===== src/rtl/fetch_pkg.sv =====
// Shared state encoding and constants for the activation row fetcher.
package fetch_pkg;

  typedef enum logic [1:0] {
    IDLE  = 2'd0,
    FETCH = 2'd1,
    DRAIN = 2'd2,
    DONE  = 2'd3
  } fetch_state_e;

  localparam int FIFO_DEPTH  = 2;
  localparam int STALL_CNT_W = 16;
  localparam logic [STALL_CNT_W-1:0] STALL_CNT_MAX = '1;

  // Index width that stays legal for a single-entry range.
  function automatic int idx_width(input int n);
    return (n > 1) ? $clog2(n) : 1;
  endfunction

endpackage


===== src/rtl/fetch_fifo2.sv =====
// Two-entry synchronous FIFO between the SRAM read port and the row consumer.
module fetch_fifo2
  import fetch_pkg::*;
#(
  parameter int DATA_WIDTH = 72
) (
  input  logic                  clk,
  input  logic                  reset,
  input  logic                  clear,
  input  logic                  push,
  input  logic [DATA_WIDTH-1:0] push_data,
  input  logic                  pop,
  output logic [1:0]            count,
  output logic [DATA_WIDTH-1:0] head_data
);

  logic [DATA_WIDTH-1:0] mem_q [FIFO_DEPTH];
  logic                  wr_ptr_q;
  logic                  rd_ptr_q;
  logic [1:0]            count_q;
  logic [1:0]            count_d;

  always_comb begin
    count_d = count_q;
    case ({push, pop})
      2'b10:   count_d = count_q + 2'd1;
      2'b01:   count_d = count_q - 2'd1;
      default: count_d = count_q;
    endcase
  end

  always_ff @(posedge clk or negedge reset) begin
    if (!reset) begin
      mem_q[0] <= '0;
      mem_q[1] <= '0;
      wr_ptr_q <= 1'b0;
      rd_ptr_q <= 1'b0;
      count_q  <= '0;
    end else if (clear) begin
      wr_ptr_q <= 1'b0;
      rd_ptr_q <= 1'b0;
      count_q  <= '0;
    end else begin
      if (push) begin
        mem_q[wr_ptr_q] <= push_data;
        wr_ptr_q        <= ~wr_ptr_q;
      end
      if (pop) begin
        rd_ptr_q <= ~rd_ptr_q;
      end
      count_q <= count_d;
    end
  end

  assign count     = count_q;
  assign head_data = mem_q[rd_ptr_q];

  // The upstream credit rule keeps the FIFO from ever overflowing.
  overflow_a: assert property (@(posedge clk) disable iff (!reset)
    !(push && !pop && count_q == 2'd2));
  underflow_a: assert property (@(posedge clk) disable iff (!reset)
    !(pop && count_q == 2'd0));

endmodule


===== src/rtl/act_row_fetch.sv =====
// Walks a rectangular activation-buffer region row by row and streams words to the SIPO.
// Optional FETCH_STALL_CNT_EN adds a saturating backpressure cycle counter on stall_cnt.
module act_row_fetch
  import fetch_pkg::*;
#(
  parameter int DATA_WIDTH    = 72,
  parameter int ADDR_WIDTH    = 10,
  parameter int ROW_WORDS     = 3,
  parameter int ROW_CNT_WIDTH = 8
) (
  input  logic                     clk,
  input  logic                     reset,
  input  logic                     start,
  input  logic                     clear,
  input  logic [ADDR_WIDTH-1:0]    base_addr,
  input  logic [ADDR_WIDTH-1:0]    row_stride,
  input  logic [ROW_CNT_WIDTH-1:0] num_rows,
  output logic                     sram_rd_en,
  output logic [ADDR_WIDTH-1:0]    sram_addr,
  input  logic [DATA_WIDTH-1:0]    sram_rd_data,
  output logic [DATA_WIDTH-1:0]    out_data,
  output logic                     out_valid,
  input  logic                     out_ready,
  output logic                     row_done,
  output logic                     frame_done,
  output logic                     busy,
  output logic [STALL_CNT_W-1:0]   stall_cnt,
  output fetch_state_e             dbg_state
);

  localparam int WIW = idx_width(ROW_WORDS);
  localparam logic [WIW-1:0] LAST_WORD = WIW'(ROW_WORDS - 1);

  fetch_state_e             state_q, state_d;
  logic [ADDR_WIDTH-1:0]    stride_q, stride_d;
  logic [ROW_CNT_WIDTH-1:0] num_rows_q, num_rows_d;
  logic [ADDR_WIDTH-1:0]    row_base_q, row_base_d;
  logic [WIW-1:0]           word_idx_q, word_idx_d;
  logic [ROW_CNT_WIDTH-1:0] row_idx_q, row_idx_d;
  logic [WIW-1:0]           out_word_idx_q, out_word_idx_d;
  logic [ROW_CNT_WIDTH-1:0] out_row_idx_q, out_row_idx_d;
  logic                     inflight_q, inflight_d;
  logic                     row_done_q, row_done_d;
  logic                     last_xfer_q, last_xfer_d;

  logic       start_acc;
  logic       pop;
  logic       push;
  logic       issue;
  logic       last_word_iss;
  logic       last_row_iss;
  logic       last_word_out;
  logic       last_row_out;
  logic [1:0] fifo_count;
  logic [2:0] credit_used;

  // Handshake: a word transfers on any cycle with out_valid && out_ready; while
  // out_valid is high and out_ready low, out_data holds the same head word.
  assign out_valid = (fifo_count != 2'd0);
  assign pop       = out_valid && out_ready;
  assign push      = inflight_q && !clear;
  assign start_acc = (state_q == IDLE) && start && !clear;

  // Credit counts FIFO entries left after this cycle's pop plus the word returning now.
  assign credit_used = 3'(fifo_count) - 3'(pop) + 3'(inflight_q);
  assign issue       = (state_q == FETCH) && !clear && (credit_used < 3'(FIFO_DEPTH));

  assign last_word_iss = (word_idx_q == LAST_WORD);
  assign last_row_iss  = (row_idx_q == num_rows_q - ROW_CNT_WIDTH'(1));
  assign last_word_out = (out_word_idx_q == LAST_WORD);
  assign last_row_out  = (out_row_idx_q == num_rows_q - ROW_CNT_WIDTH'(1));

  fetch_fifo2 #(
    .DATA_WIDTH(DATA_WIDTH)
  ) u_fifo (
    .clk       (clk),
    .reset     (reset),
    .clear     (clear),
    .push      (push),
    .push_data (sram_rd_data),
    .pop       (pop),
    .count     (fifo_count),
    .head_data (out_data)
  );

  always_comb begin
    state_d = state_q;
    case (state_q)
      IDLE:    if (start_acc) state_d = (num_rows == '0) ? DONE : FETCH;
      FETCH:   if (issue && last_word_iss && last_row_iss) state_d = DRAIN;
      DRAIN:   if (last_xfer_q) state_d = DONE;
      DONE:    state_d = IDLE;
      default: state_d = IDLE;
    endcase
    if (clear) state_d = IDLE;
  end

  always_comb begin
    stride_d       = stride_q;
    num_rows_d     = num_rows_q;
    row_base_d     = row_base_q;
    word_idx_d     = word_idx_q;
    row_idx_d      = row_idx_q;
    out_word_idx_d = out_word_idx_q;
    out_row_idx_d  = out_row_idx_q;
    inflight_d     = issue;
    row_done_d     = 1'b0;
    last_xfer_d    = 1'b0;

    if (issue) begin
      if (last_word_iss) begin
        word_idx_d = '0;
        row_base_d = row_base_q + stride_q;
        row_idx_d  = row_idx_q + 1'b1;
      end else begin
        word_idx_d = word_idx_q + 1'b1;
      end
    end

    if (pop) begin
      if (last_word_out) begin
        out_word_idx_d = '0;
        out_row_idx_d  = out_row_idx_q + 1'b1;
        row_done_d     = !clear;
        last_xfer_d    = !clear && last_row_out;
      end else begin
        out_word_idx_d = out_word_idx_q + 1'b1;
      end
    end

    if (start_acc) begin
      stride_d       = row_stride;
      num_rows_d     = num_rows;
      row_base_d     = base_addr;
      word_idx_d     = '0;
      row_idx_d      = '0;
      out_word_idx_d = '0;
      out_row_idx_d  = '0;
    end
  end

  always_ff @(posedge clk or negedge reset) begin
    if (!reset) begin
      state_q        <= IDLE;
      stride_q       <= '0;
      num_rows_q     <= '0;
      row_base_q     <= '0;
      word_idx_q     <= '0;
      row_idx_q      <= '0;
      out_word_idx_q <= '0;
      out_row_idx_q  <= '0;
      inflight_q     <= 1'b0;
      row_done_q     <= 1'b0;
      last_xfer_q    <= 1'b0;
    end else begin
      state_q        <= state_d;
      stride_q       <= stride_d;
      num_rows_q     <= num_rows_d;
      row_base_q     <= row_base_d;
      word_idx_q     <= word_idx_d;
      row_idx_q      <= row_idx_d;
      out_word_idx_q <= out_word_idx_d;
      out_row_idx_q  <= out_row_idx_d;
      inflight_q     <= inflight_d;
      row_done_q     <= row_done_d;
      last_xfer_q    <= last_xfer_d;
    end
  end

  assign sram_rd_en = issue;
  assign sram_addr  = row_base_q + ADDR_WIDTH'(word_idx_q);
  assign row_done   = row_done_q;
  assign frame_done = (state_q == DONE);
  assign busy       = (state_q != IDLE);
  assign dbg_state  = state_q;

`ifdef FETCH_STALL_CNT_EN
  logic [STALL_CNT_W-1:0] stall_cnt_q;

  always_ff @(posedge clk or negedge reset) begin
    if (!reset) begin
      stall_cnt_q <= '0;
    end else if (clear || start_acc) begin
      stall_cnt_q <= '0;
    end else if (out_valid && !out_ready && (stall_cnt_q != STALL_CNT_MAX)) begin
      stall_cnt_q <= stall_cnt_q + 1'b1;
    end
  end

  assign stall_cnt = stall_cnt_q;
`else
  assign stall_cnt = '0;
`endif

endmodule


===== config.mk =====
export PLATFORM = sky130hd
export DESIGN_NAME = act_row_fetch
export DESIGN_NICKNAME = d
export VERILOG_FILES = /design/src/rtl/fetch_pkg.sv /design/src/rtl/fetch_fifo2.sv /design/src/rtl/act_row_fetch.sv
export SDC_FILE = /design/constraint.sdc
export NUM_CORES = 1
export LEC_CHECK = 0
export CAP_MARGIN = 10
export CORE_ASPECT_RATIO = 0.5
export CORE_MARGIN = 2
export CORE_UTILIZATION = 45
export CTS_CLUSTER_DIAMETER = 50
export CTS_CLUSTER_SIZE = 24
export DETAILED_ROUTE_END_ITERATION = 8
export PLACE_DENSITY = 0.7
export SETUP_SLACK_MARGIN = 0.5
export SLEW_MARGIN = 20
export SYNTH_ARGS = -nofsm -noshare
export SYNTH_HDL_FRONTEND = slang
export SYNTH_SLANG_ARGS = --single-unit
export TNS_END_PERCENT = 5

===== constraint.sdc =====
create_clock -name clk -period 8.95 [get_ports clk]
set_input_delay 1.79 -clock clk [delete_from_list [all_inputs] [get_ports clk]]
set_output_delay 1.79 -clock clk [all_outputs]
set_load 0.02 [all_outputs]

; ---- Word level (Yosys, flattened, before mapping)
; Cells that the tools add are included.
[totals]
reg_bits = 201
latch_bits = 0
ram_bits = 0
mem_bits_ro = 0
elab_cells = 111
n_memories = 0
[classes]
n_addsub = 11
n_mul = 0
div = 0
order_cmp = 4
n_eq_ne = 12
shift = 0
n_mux = 37
bitwise_logic = 5
reduce_logical = 26
[op_table]
columns = cell, count
row1 = $mux W72, 4
row2 = $bwmux W144, 1
row3 = $demux W72 S1, 1
row4 = $mux W8, 6
row5 = $mux W10, 3
row6 = $mux W2, 12
row7 = $add A8 B1 Y8 const B, 2
row8 = $eq A8 B8 Y1, 2
row9 = $reduce_bool A2 Y1, 8
row10 = $add A10 B10 Y10, 1
row11 = $add A10 B2 Y10, 1
row12 = $eq A2 B2 Y1 const B, 5
row13 = $logic_and A1 B1 Y1, 10
row14 = $logic_not A8 Y1, 1
row15 = $mux W1, 8
row16 = $pmux W2 S4, 1
row17 = $sub A8 B1 Y8 const B, 1
row18 = $add A2 B1 Y2 const B, 3
row19 = $ne A3 B3 Y1 const B, 2
row20 = $reduce_and A2 Y1, 3
row21 = $eq A2 B1 Y1 const B, 2
row22 = $ge A2 B2 Y1 const B, 2
row23 = $not A1 Y2, 2
row24 = $pmux W2 S2, 1
row25 = 11 further kinds, 13

; ---- Logic depth before layout (Yosys ltp)
; Gate-level depths: netlist (run 1).
[logic_depth]
word_depth = 11
depth_mapped = 14
depth_no_buf = 11

; ---- Hierarchy
; From an unflattened synthesis (run 1), not the netlist that was laid out.
[hier_totals]
hier_cells = 811
area_unflattened_um2 = 10432.5
[by_module_without_submodules]
columns = mod, instances, cells_each, area_per_inst_um2, seq_area_each_um2
row1 = fetch_fifo2, 1, 402, 6777.8, 3703.6
row2 = act_row_fetch, 1, 409, 3654.8, 1326.3

; ---- Least setup slack after synthesis (run 1)
; No wires, ideal clock.
[synth_timing]
kind = input port to output port
from = input out_ready
to = output sram_rd_en
t_arrival_ns = 3.280
t_required_ns = 7.160
slack_ns = 3.880
stages = 8
path_buffers = 1
path_cell_list = o21ai_4 -> inv_1 -> ha_1 -> nand2b_1 -> fa_1 -> and3b_1 -> and2_1 -> buf_2
[synth_via]
elab_chain_len = 5
[synth_lines]
columns = element, line
row1 = "start, declared", act_row_fetch.sv:23  ; input logic out_ready,
row2 = $logic_and A1 B1 Y1, act_row_fetch.sv:60  ; assign pop = out_valid && out_ready;
row3 = $sub A2 B1 Y3, act_row_fetch.sv:65  ; assign credit_used = 3'(fifo_count) - 3'(pop) + 3'(inflight_q);
row4 = $add A3 B1 Y3, act_row_fetch.sv:65
row5 = $lt A3 B2 Y1, act_row_fetch.sv:66  ; assign issue = (state_q == FETCH) && !clear && (credit_used < 3'(FIFO_DEPTH));
row6 = $logic_and A1 B1 Y1, act_row_fetch.sv:66
row7 = "end, declared", act_row_fetch.sv:18  ; output logic sram_rd_en,
; Every way passes these cells.

; ---- Worst setup path in the final report (run 1)
; Same ends and word-level chain as after synthesis.

==> results of run 1 <==
## area by class of cell
cell class,instances,area share [%]
Inverter,16,0.4804
Clock inverter,8,0.9007
Multi-Input combinational cell,541,36.22
Clock buffer,18,3.253
Timing Repair Buffer,200,15.90
Sequential cell,201,40.24
Tap cell,300,3.002
## tightest hold or removal path, cell delays in order (launching register included)
cell	delay, ns
dfrtp_1	0.36
nand2_1	0.06
nand2_1	0.06
## synthesized netlist by cell type, types with 4 or more instances
| cell type | n |
|---|---|
| buf_4 | 16 |
| nor3b_1 | 4 |
| nor3_1 | 7 |
| and3_1 | 8 |
| nand2_1 | 72 |
| nand2b_1 | 6 |
| nor2_1 | 39 |
| ha_1 | 20 |
| xor2_1 | 20 |
| inv_1 | 16 |
| dfrtp_1 | 201 |
| a31oi_1 | 7 |
| clkbuf_1 | 36 |
| o21ai_0 | 13 |
| mux2_2 | 219 |
| a21oi_1 | 18 |
| xnor2_1 | 29 |
| nand3_1 | 12 |
## path summary, 6_finish.rpt
path	to	slack [ns]	cells past startpoint
min in group asynchronous	u_fifo.mem_q[58]$_DFFE_PN0P_	1.30	1
setup / recovery	sram_rd_en	2.67	9
hold / removal	stride_q[3]$_DFFE_PN0P_	0.50	2
max in group asynchronous	u_fifo.rd_ptr_q$_DFFE_PN0P_	6.33	2
hold reg to reg	stride_q[3]$_DFFE_PN0P_	0.50	2
setup reg to reg	row_idx_q[5]$_DFFE_PN0P_	5.33	11
## logic make-up after synthesis
| group | Yosys count | share of synthesized area, % |
|---|---|---|
| muxes | 222 | 25.39 |
| DFF | 201 | 51.16 |
| and+or+nand+nor | 173 | 8.540 |
| buffers and inverters | 74 | 3.475 |
| AOI/OAI and AO/OA | 58 | 3.869 |
| xor gates and xnor gates | 49 | 4.366 |
| adders and majority gates | 23 | 3.156 |
| other | 1 | 0.03815 |
## routing by layer
metal | part of all wire, % | GRT usage [%] | up-vias
li1 | - | - | 3103
met1 | 44 | 24.00 | 3280
met2 | 51 | 34.50 | 89
met3 | 3.7 | 4.008 | 32
met4 | 2.2 | 4.845 | 0
met5 | 0 | 0 | -
## state kept, by name, summed over array words and instances, names as in the netlist, 2 cells and up
name            count
u_fifo.count        2
dbg_state           2
stride_q           10
num_rows_q          8
u_fifo.mem_q      144
out_row_idx_q       8
word_idx_q          2
row_base_q         10
row_idx_q           8
out_word_idx_q      2
## per-stage QoR
step           cell area [um2]  hold WS, ns
6_report                 12500       0.5012
5_1_grt                  12500       0.5235
4_1_cts                  12500       0.5085
3_5_place_dp             11980       0.4871
3_3_place_gp             11980       0.4787
2_1_floorplan             9887       0.4523
## power by group through the flow
stage	clock [W]	combinational, W	sequential, W
3_5_place_dp	0	0.00209	0.00157
4_1_cts	0.000763	0.00210	0.00155
3_3_place_gp	0	0.00206	0.00154
2_1_floorplan	0	0.00139	0.00148
6_report	0.000736	0.00207	0.00155
5_1_grt	0.000800	0.00225	0.00161
==> metrics.cfg, run 1 <==
[timing]
finClkSkew_ns = 0.03073
fin_crit_sh_pct = 70.21
rsz0062_at_grt = no
hold_violations = 0
setup_viol = 0
max_freq_mhz = 159.1
drv_slew = 0
fin_crit_ns = 6.284
setup_tns_ns = 0
max_slew_margin_pct = 29.10
worst_slew_pin_slew_ns = 1.063
worst_slack_ns = 2.666

[synth]
synth.ff_latch_count = 201
netlist.area_leader.share_pct = 51.16
netlist_area_um2 = 9831
synthArstFlopShare_pct = 100.0
yosysTopAreaCell = dfrtp_1
netlist_instances = 801
synth_area_per_cell_um2 = 12.27
synth_warnings = 0
ys_types = 53
ys_seq_area_share_pct = 51.16
ys_top_cells_by_area = dfrtp_1 51%, mux2_2 25%, nand2_1 2.7%
synth_edf_count = 0
ys.flop_type = dfrtp_1

[route]
routedWlPerCell_um = 16.95
ant_nets = 0
vias = 6504
vias_per_cell = 5.065
drc_errors = 0
detail_route.first_pass.iterations = 4
wirelength_um = 21760
drt_iter0_markers = 239

[cells_and_area]
nNetsFinal = 1103
nFillCells = 1803
drive_above_1_share_pct = 27.34
fin_util_pct = 58.05
regArea_um2 = 5031
area_growth_pct = 27.17
final_common_cell = mux2_2
layout.cells.non_filler = 1284
multi_input_area_um2 = 4528
n_antenna_cell = 0
layout_common_cells = 219 x mux2_2, 200 x dfrtp_1, 192 x clkdlybuf4s50_1

[critical_path]
critPathLaunch = out_ready
crit_type = input pin to primary output
end_kind = primary output
crit_required_ns = 7.16
start_kind = input pin
crit_family = buffers and inverters
arrival_ns = 4.49
crit_chain = clkdlybuf4s50_1, o21ai_4, inv_1, ha_1, nand2b_1, fa_1, and3b_1, and2_1, clkdlybuf4s50_1
cp_num_buf_inv = 3
cp_slowest_cell = clkdlybuf4s50_1
timing.rr.start = u_fifo.count[1]$_DFFE_PN0P_
cp_max_fo = 8
crit_path_frequent_cell = clkdlybuf4s50_1
cpPeakStageDelay_ns = 0.66

[global_route]
antenna_found_initial = 0
globalRoute.totalOverflow = 0
grt_max_degree = 74
grt_usage_pct = 19.30
grt_pass1_vias = 6882
grt_pass1_wl_um = 35330

[hold_path]
min_from = stride_q[3]$_DFFE_PN0P_
hold_class = register to register

[power_and_ir_drop]
seqPwrFrac_pct = 35.6
power.leakage_nw = 5.537
combPwrFrac_pct = 47.6
clkPwrFrac_pct = 16.9
power.switching_w = 0.001547
peakVddDrop_mv = 0.2247
p_total_w = 0.004363
swShare_pct = 35.46
pwr_density_cell_nw_per_um2 = 348.9
p_int_w = 0.002816

[clock_network]
cts_tree = yes
post_cts_resized = 0
h-tree-depth = 1
clock_path_buffers = 3
clk_pin_slew_worst_paths_ns = 0.07
clock-sinks = 201
cts_setup_buffers = 0
cts-root-buf = clkbuf_16
cts_buffers = 15
clkLatencyLatePin_ns = 0.50
hold_buffers = 0

[floorplanning]
die_h_um = 108.5
design.die.area_um2 = 23120
die_w_um = 213.0
start_util_pct = 45.64
pin_count = 210
core_region_area_um2 = 21540
rows = 38

[status]
status = finished, final reports clean

[placement]
place_hpwl_um = 14660
place_congestion = 0.8216
dp_cells = 1258
pre_cts_ws_ns = 2.660
io_buffer_count = 193

[flow_run]
maxCapViolations = 0

Power figures use the tool's default switching activity.
==> run 2, diff against run 1 <==
PLACE_DENSITY = 0.73   (was 0.7)
clock period = 5.5 ns   (was 8.95 ns; I/O delays follow)
==> metrics.cfg, run 2 (synthesis gave the netlist of run 1 again) <==
[power_and_ir_drop]
peakVddDrop_mv = 0.3494  ; +55%
power.leakage_nw = 5.539  ; about the same
pwr_density_cell_nw_per_um2 = 562.7  ; +61%

[cells_and_area]
drive_above_1_share_pct = 27.48  ; +0.15 points
layout_common_cells = 219 x mux2_2, 200 x dfrtp_1, 191 x clkdlybuf4s50_1
final_common_cell = mux2_2
area_growth_pct = 26.83
biggestRegsByFlops = u_fifo.mem_q (144), row_base_q (10), stride_q (10)
regArea_um2 = 5031  ; unchanged
nFillCells = 1778  ; -1.4%
multi_input_area_um2 = 4528  ; unchanged
nNetsFinal = 1105  ; +0.18%
final_area_um2 = 12470  ; -0.27%
largest_reg_flops = 144  ; unchanged
top_register = u_fifo.mem_q

[critical_path]
timing.rr.start = u_fifo.count[1]$_DFFE_PN0P_
reg2reg_depth = 12  ; +1
start_kind = input pin
cp_max_fo = 8  ; unchanged
crit_required_ns = 4.40  ; -2.76 ns
end_kind = primary output
rrSetupSlack_ns = 1.98  ; -3.35 ns
r2r_end = dbg_state[0]$_DFFE_PN0P_
arrival_ns = 3.39  ; -1.10 ns
crit_type = input pin to primary output

[floorplanning]
design.die.area_um2 = 23120  ; unchanged
pin_count = 210  ; unchanged
die_h_um = 108.5  ; unchanged
start_util_pct = 45.64  ; unchanged
die_w_um = 213.0  ; unchanged
rows = 38  ; unchanged
core_region_area_um2 = 21540  ; unchanged

[timing]
setup_viol = 0  ; unchanged
max_freq_mhz = 222.5
setup_tns_ns = 0  ; unchanged
finClkSkew_ns = 0.03079  ; +0.00005360 ns
drv_slew = 0  ; unchanged
fin_crit_sh_pct = 81.70
hold_violations = 0  ; unchanged
rsz0062_at_grt = no
max_slew_margin_pct = 32.62  ; +3.5 points
fin_crit_ns = 4.493
worst_slew_pin_slew_ns = 1.011  ; -0.05277 ns

[hold_path]
min_to = stride_q[7]$_DFFE_PN0P_
hold_class = register to register
min_from = stride_q[7]$_DFFE_PN0P_
hold_depth = 2  ; unchanged

[placement]
place_hpwl_um = 15030  ; +2.6%
place_congestion = 0.8129  ; -1.1%
post_dp_cell_area_um2 = 12000  ; +0.13%
io_buffer_count = 193  ; unchanged

[clock_network]
clk_pin_slew_worst_paths_ns = 0.06  ; about the same
cts-root-buf = clkbuf_16
clock-sinks = 201  ; unchanged
cts_setup_buffers = 0  ; unchanged
h-tree-depth = 1  ; unchanged
clock_path_buffers = 3  ; unchanged
clkLatencyLatePin_ns = 0.50  ; about the same
cts_buffers = 15  ; unchanged
cts_tree = yes

[route]
drt_iter0_markers = 305  ; +28%
ant_nets = 0  ; unchanged
drc_errors = 0  ; unchanged
vias = 6537  ; +0.51%
detail_route.first_pass.iterations = 4  ; unchanged
wirelength_um = 21840  ; +0.36%
vias_per_cell = 5.079  ; +0.27%
routedWlPerCell_um = 16.97  ; +0.12%

[global_route]
grt_pass1_wl_um = 35220  ; -0.29%
grt_usage_pct = 19.24  ; -0.055 points
antenna_found_initial = 1  ; +1
globalRoute.totalOverflow = 0  ; unchanged
grt_max_degree = 109  ; +47%
grt_pass1_vias = 6972  ; +1.3%

[status]
status = finished, final reports clean

[flow_run]
maxCapViolations = 0  ; unchanged

## run 2: area by class of cell
class / instances / area share [%]
Inverter: 16 / 0.4817
Clock inverter: 9 / 0.5820
Tap cell: 300 / 3.011
Sequential cell: 201 / 40.35
Antenna cell: 1 / 0.02007
Multi-Input combinational cell: 541 / 36.32
Clock buffer: 17 / 3.151
Timing Repair Buffer: 202 / 16.09
## run 2: how the worst max path moves through the flow
stage / start / cells past startpoint / to
after global routing: out_ready / 9 / sram_rd_en
after detailed placement: out_ready / 9 / sram_rd_en
after global placement: out_ready / 9 / sram_rd_en
final: out_ready / 9 / sram_rd_en
after CTS: out_ready / 9 / sram_rd_en
after floorplan: out_ready / 12 / dbg_state[0]$_DFFE_PN0P_
## run 2: routing by layer
| metal | wire length [um] | up-vias | global-route usage (%) |
|---|---|---|---|
| met5 | 0 | - | 0 |
| li1 | - | 3090 | - |
| met3 | 977 | 28 | 4.589 |
| met4 | 495 | 0 | 4.845 |
| met1 | 9159 | 3320 | 23.39 |
| met2 | 11210 | 99 | 34.62 |
## run 2: repair_timing
action,4_1_cts,5_1_grt
endpoints found under the hold margin,0,0
gates resized for setup,0,1
setup endpoints to repair,0,1
hold buffers,0,0
## run 2: worst max-delay path: stages
cell and delay, ns:
clkdlybuf4s50_1 0.48, o21ai_4 0.16, inv_1 0.08, ha_1 0.26, nand2b_1 0.15, fa_1 0.48
and3b_1 0.16, and2_1 0.24, dlymetal6s2s_1 0.27
## run 2: report_power, final
group          internal, W  total, W  switching [W]
logic              0.00182   0.00338        0.00156
registers          0.00212   0.00255       0.000423
clock network     0.000535   0.00109       0.000556
## run 2: through the flow
stage                     power (W)  instances  utilization (%)  setup slack, ns  hold slack [ns]
after floorplan            0.004677        816                -            1.764           0.4523
after global placement     0.005848       1260            55.70           0.6429           0.4748
after detailed placement   0.005980       1260            55.70           0.5963           0.4741
after CTS                  0.007110       1286            57.87           0.5916           0.4944
after global routing       0.007478       1287            57.89           0.8523           0.5017
final                      0.007016       1287            57.89            1.007           0.4910
==> run 3, diff against run 2 <==
clock period = 4.1 ns   (was 5.5 ns; I/O delays follow)
==> metrics.cfg, run 3 (synthesis gave the netlist of run 1 again) <==
[status]
status = finished, final reports clean

[cells_and_area]
nNetsFinal = 1111  ; +0.54%
regArea_um2 = 5031  ; unchanged
biggestRegsByFlops = u_fifo.mem_q (144), row_base_q (10), stride_q (10)
largest_reg_flops = 144  ; unchanged
nFillCells = 1796  ; +1.0%
multi_input_area_um2 = 4531  ; about the same
area_growth_pct = 28.06
final_common_cell = mux2_2
layout_common_cells = 219 x mux2_2, 200 x dfrtp_1, 189 x clkdlybuf4s50_1
drive_above_1_share_pct = 28.05  ; +0.57 points
top_register = u_fifo.mem_q

[placement]
place_congestion = 0.8233  ; +1.3%
io_buffer_count = 193  ; unchanged
place_hpwl_um = 15060  ; +0.21%
pre_cts_ws_ns = 0.01552  ; -0.5808 ns

[route]
wl_met3_um = 884  ; -9.5%
vias = 6574  ; +0.57%
dr_wl_met2_um = 11310  ; +0.91%
routedWlPerCell_um = 17.12  ; +0.89%
detail_route.first_pass.iterations = 4  ; unchanged
m1WireLength_um = 9568  ; +4.5%
wirelength_um = 22120  ; +1.3%
ant_nets = 0  ; unchanged
vias_per_cell = 5.088  ; +0.18%
drt_iter0_markers = 324  ; +6.2%
top_layer_used = met4
drc_errors = 0  ; unchanged

[floorplanning]
die_w_um = 213.0  ; unchanged
design.die.area_um2 = 23120  ; unchanged
pin_count = 210  ; unchanged
start_util_pct = 45.64  ; unchanged
rows = 38  ; unchanged
die_h_um = 108.5  ; unchanged
core_region_area_um2 = 21540  ; unchanged

[timing]
worst_slew_pin_slew_ns = 0.8590  ; -0.1517 ns
fin_crit_ns = 3.566
drv_slew = 0  ; unchanged
setup_viol = 0  ; unchanged
finClkSkew_ns = 0.01737  ; -0.01342 ns
worst_slack_ns = 0.5342  ; -0.4723 ns
max_slew_margin_pct = 42.73  ; +10 points
hold_violations = 0  ; unchanged
fin_crit_sh_pct = 86.97
max_freq_mhz = 280.4
setup_tns_ns = 0  ; unchanged
rsz0062_at_grt = yes

[power_and_ir_drop]
power.leakage_nw = 5.593  ; +0.98%
p_total_w = 0.009534  ; +36%
pwr_density_cell_nw_per_um2 = 757.3  ; +35%
peakVddDrop_mv = 0.5650  ; +62%

[global_route]
antenna_found_initial = 0  ; -1
globalRoute.totalOverflow = 0  ; unchanged
grt_pass1_wl_um = 35850  ; +1.8%
grt_max_degree = 106  ; -2.8%
grt_pass1_vias = 7114  ; +2.0%
grt_usage_pct = 19.49  ; +0.25 points

[clock_network]
cts_setup_buffers = 0  ; unchanged
h-tree-depth = 1  ; unchanged
cts-root-buf = clkbuf_16
cts_buffers = 15  ; unchanged
clk_pin_slew_worst_paths_ns = 0.09  ; +0.03 ns
cts_tree = yes
hold_buffers = 0  ; unchanged
clock_path_buffers = 3  ; unchanged
clkLatencyLatePin_ns = 0.48  ; -0.02 ns
clock-sinks = 201  ; unchanged

[critical_path]
cp_max_fo = 6  ; -2
start_kind = register
cp_num_buf_inv = 2  ; -1
crit_type = register to primary output
crit_chain = ha_1, inv_1, fa_1, nor2_2, nand3_1, xnor2_1, clkdlybuf4s50_1
end_kind = primary output
reg2reg_depth = 12  ; unchanged
crit_required_ns = 3.28  ; -1.12 ns
cp_slowest_cell = clkdlybuf4s50_1
r2r_end = dbg_state[0]$_DFFE_PN0P_
crit_family = buffers and inverters
timing.rr.start = u_fifo.count[1]$_DFFE_PN0P_
rrSetupSlack_ns = 0.89  ; -1.09 ns
cpPeakStageDelay_ns = 0.62  ; +0.14 ns
arrival_ns = 2.75  ; -0.64 ns

[flow_run]
maxCapViolations = 0  ; unchanged

[hold_path]
hold_class = input pin to asynchronous set/reset pin

[run 3: worst max path at each step]
stage	from	endpoint	slack [ns]	cells past startpoint
floorplan	out_ready	dbg_state[0]$_DFFE_PN0P_	0.64	12
global placement	out_ready	sram_rd_en	0.03	9
detailed placement	out_ready	sram_rd_en	0.02	9
CTS	out_ready	sram_rd_en	0.47	9
global route	word_idx_q[0]$_DFFE_PN0P_	sram_addr[6]	0.40	7
finish	word_idx_q[0]$_DFFE_PN0P_	sram_addr[6]	0.53	7
[run 3: repair_timing]
| action | 4_1_cts | 5_1_grt |
|---|---|---|
| pin swaps | 0 | 0 |
| resized for setup | 6 | 1 |
| endpoints found under the setup margin | 3 | 4 |
| hold endpoints to repair | 0 | 0 |
[run 3: worst reg2reg max path, delay by kind of cell (launching register included)]
family / cells / cell delay (ns)
compound gates: 2 / 0.46
fa+ha+maj: 2 / 0.74
buf+inv: 2 / 0.19
flops: 1 / 0.50
mux: 1 / 0.38
simple gates: 5 / 0.83
[run 3: layer usage]
metal / track usage [%] / vias to the layer above
met5: 0 / -
met4: 4.246 / 0
met3: 4.182 / 28
met2: 35.50 / 91
met1: 23.89 / 3353
li1: - / 3102
[run 3: area by class of cell]
class / instances / share of cell area, %
timing repair buffer: 208 / 16.54
inverter: 16 / 0.4770
multi-input combinational: 541 / 35.99
sequential: 201 / 39.96
clock buffer: 16 / 3.011
tap: 300 / 2.982
clock inverter: 9 / 1.024
antenna: 1 / 0.01988
[run 3: metrics by stage]
step	utilization (%)	hold WS (ns)	cells	cell area, um2
2_1_floorplan	-	0.4523	816	9887
6_report	58.45	0.4113	1292	12590
4_1_cts	58.43	0.4535	1291	12580
3_5_place_dp	56.09	0.4868	1266	12080
3_3_place_gp	56.09	0.4761	1266	12080
5_1_grt	58.44	0.4831	1291	12590
[run 3: report_power, final]
part	internal [W]	total, W	switching [W]	leakage [nW]
combinational	0.00246	0.00457	0.00211	2.78
clock	0.000780	0.00157	0.000786	0.247
sequential	0.00285	0.00340	0.000550	2.56
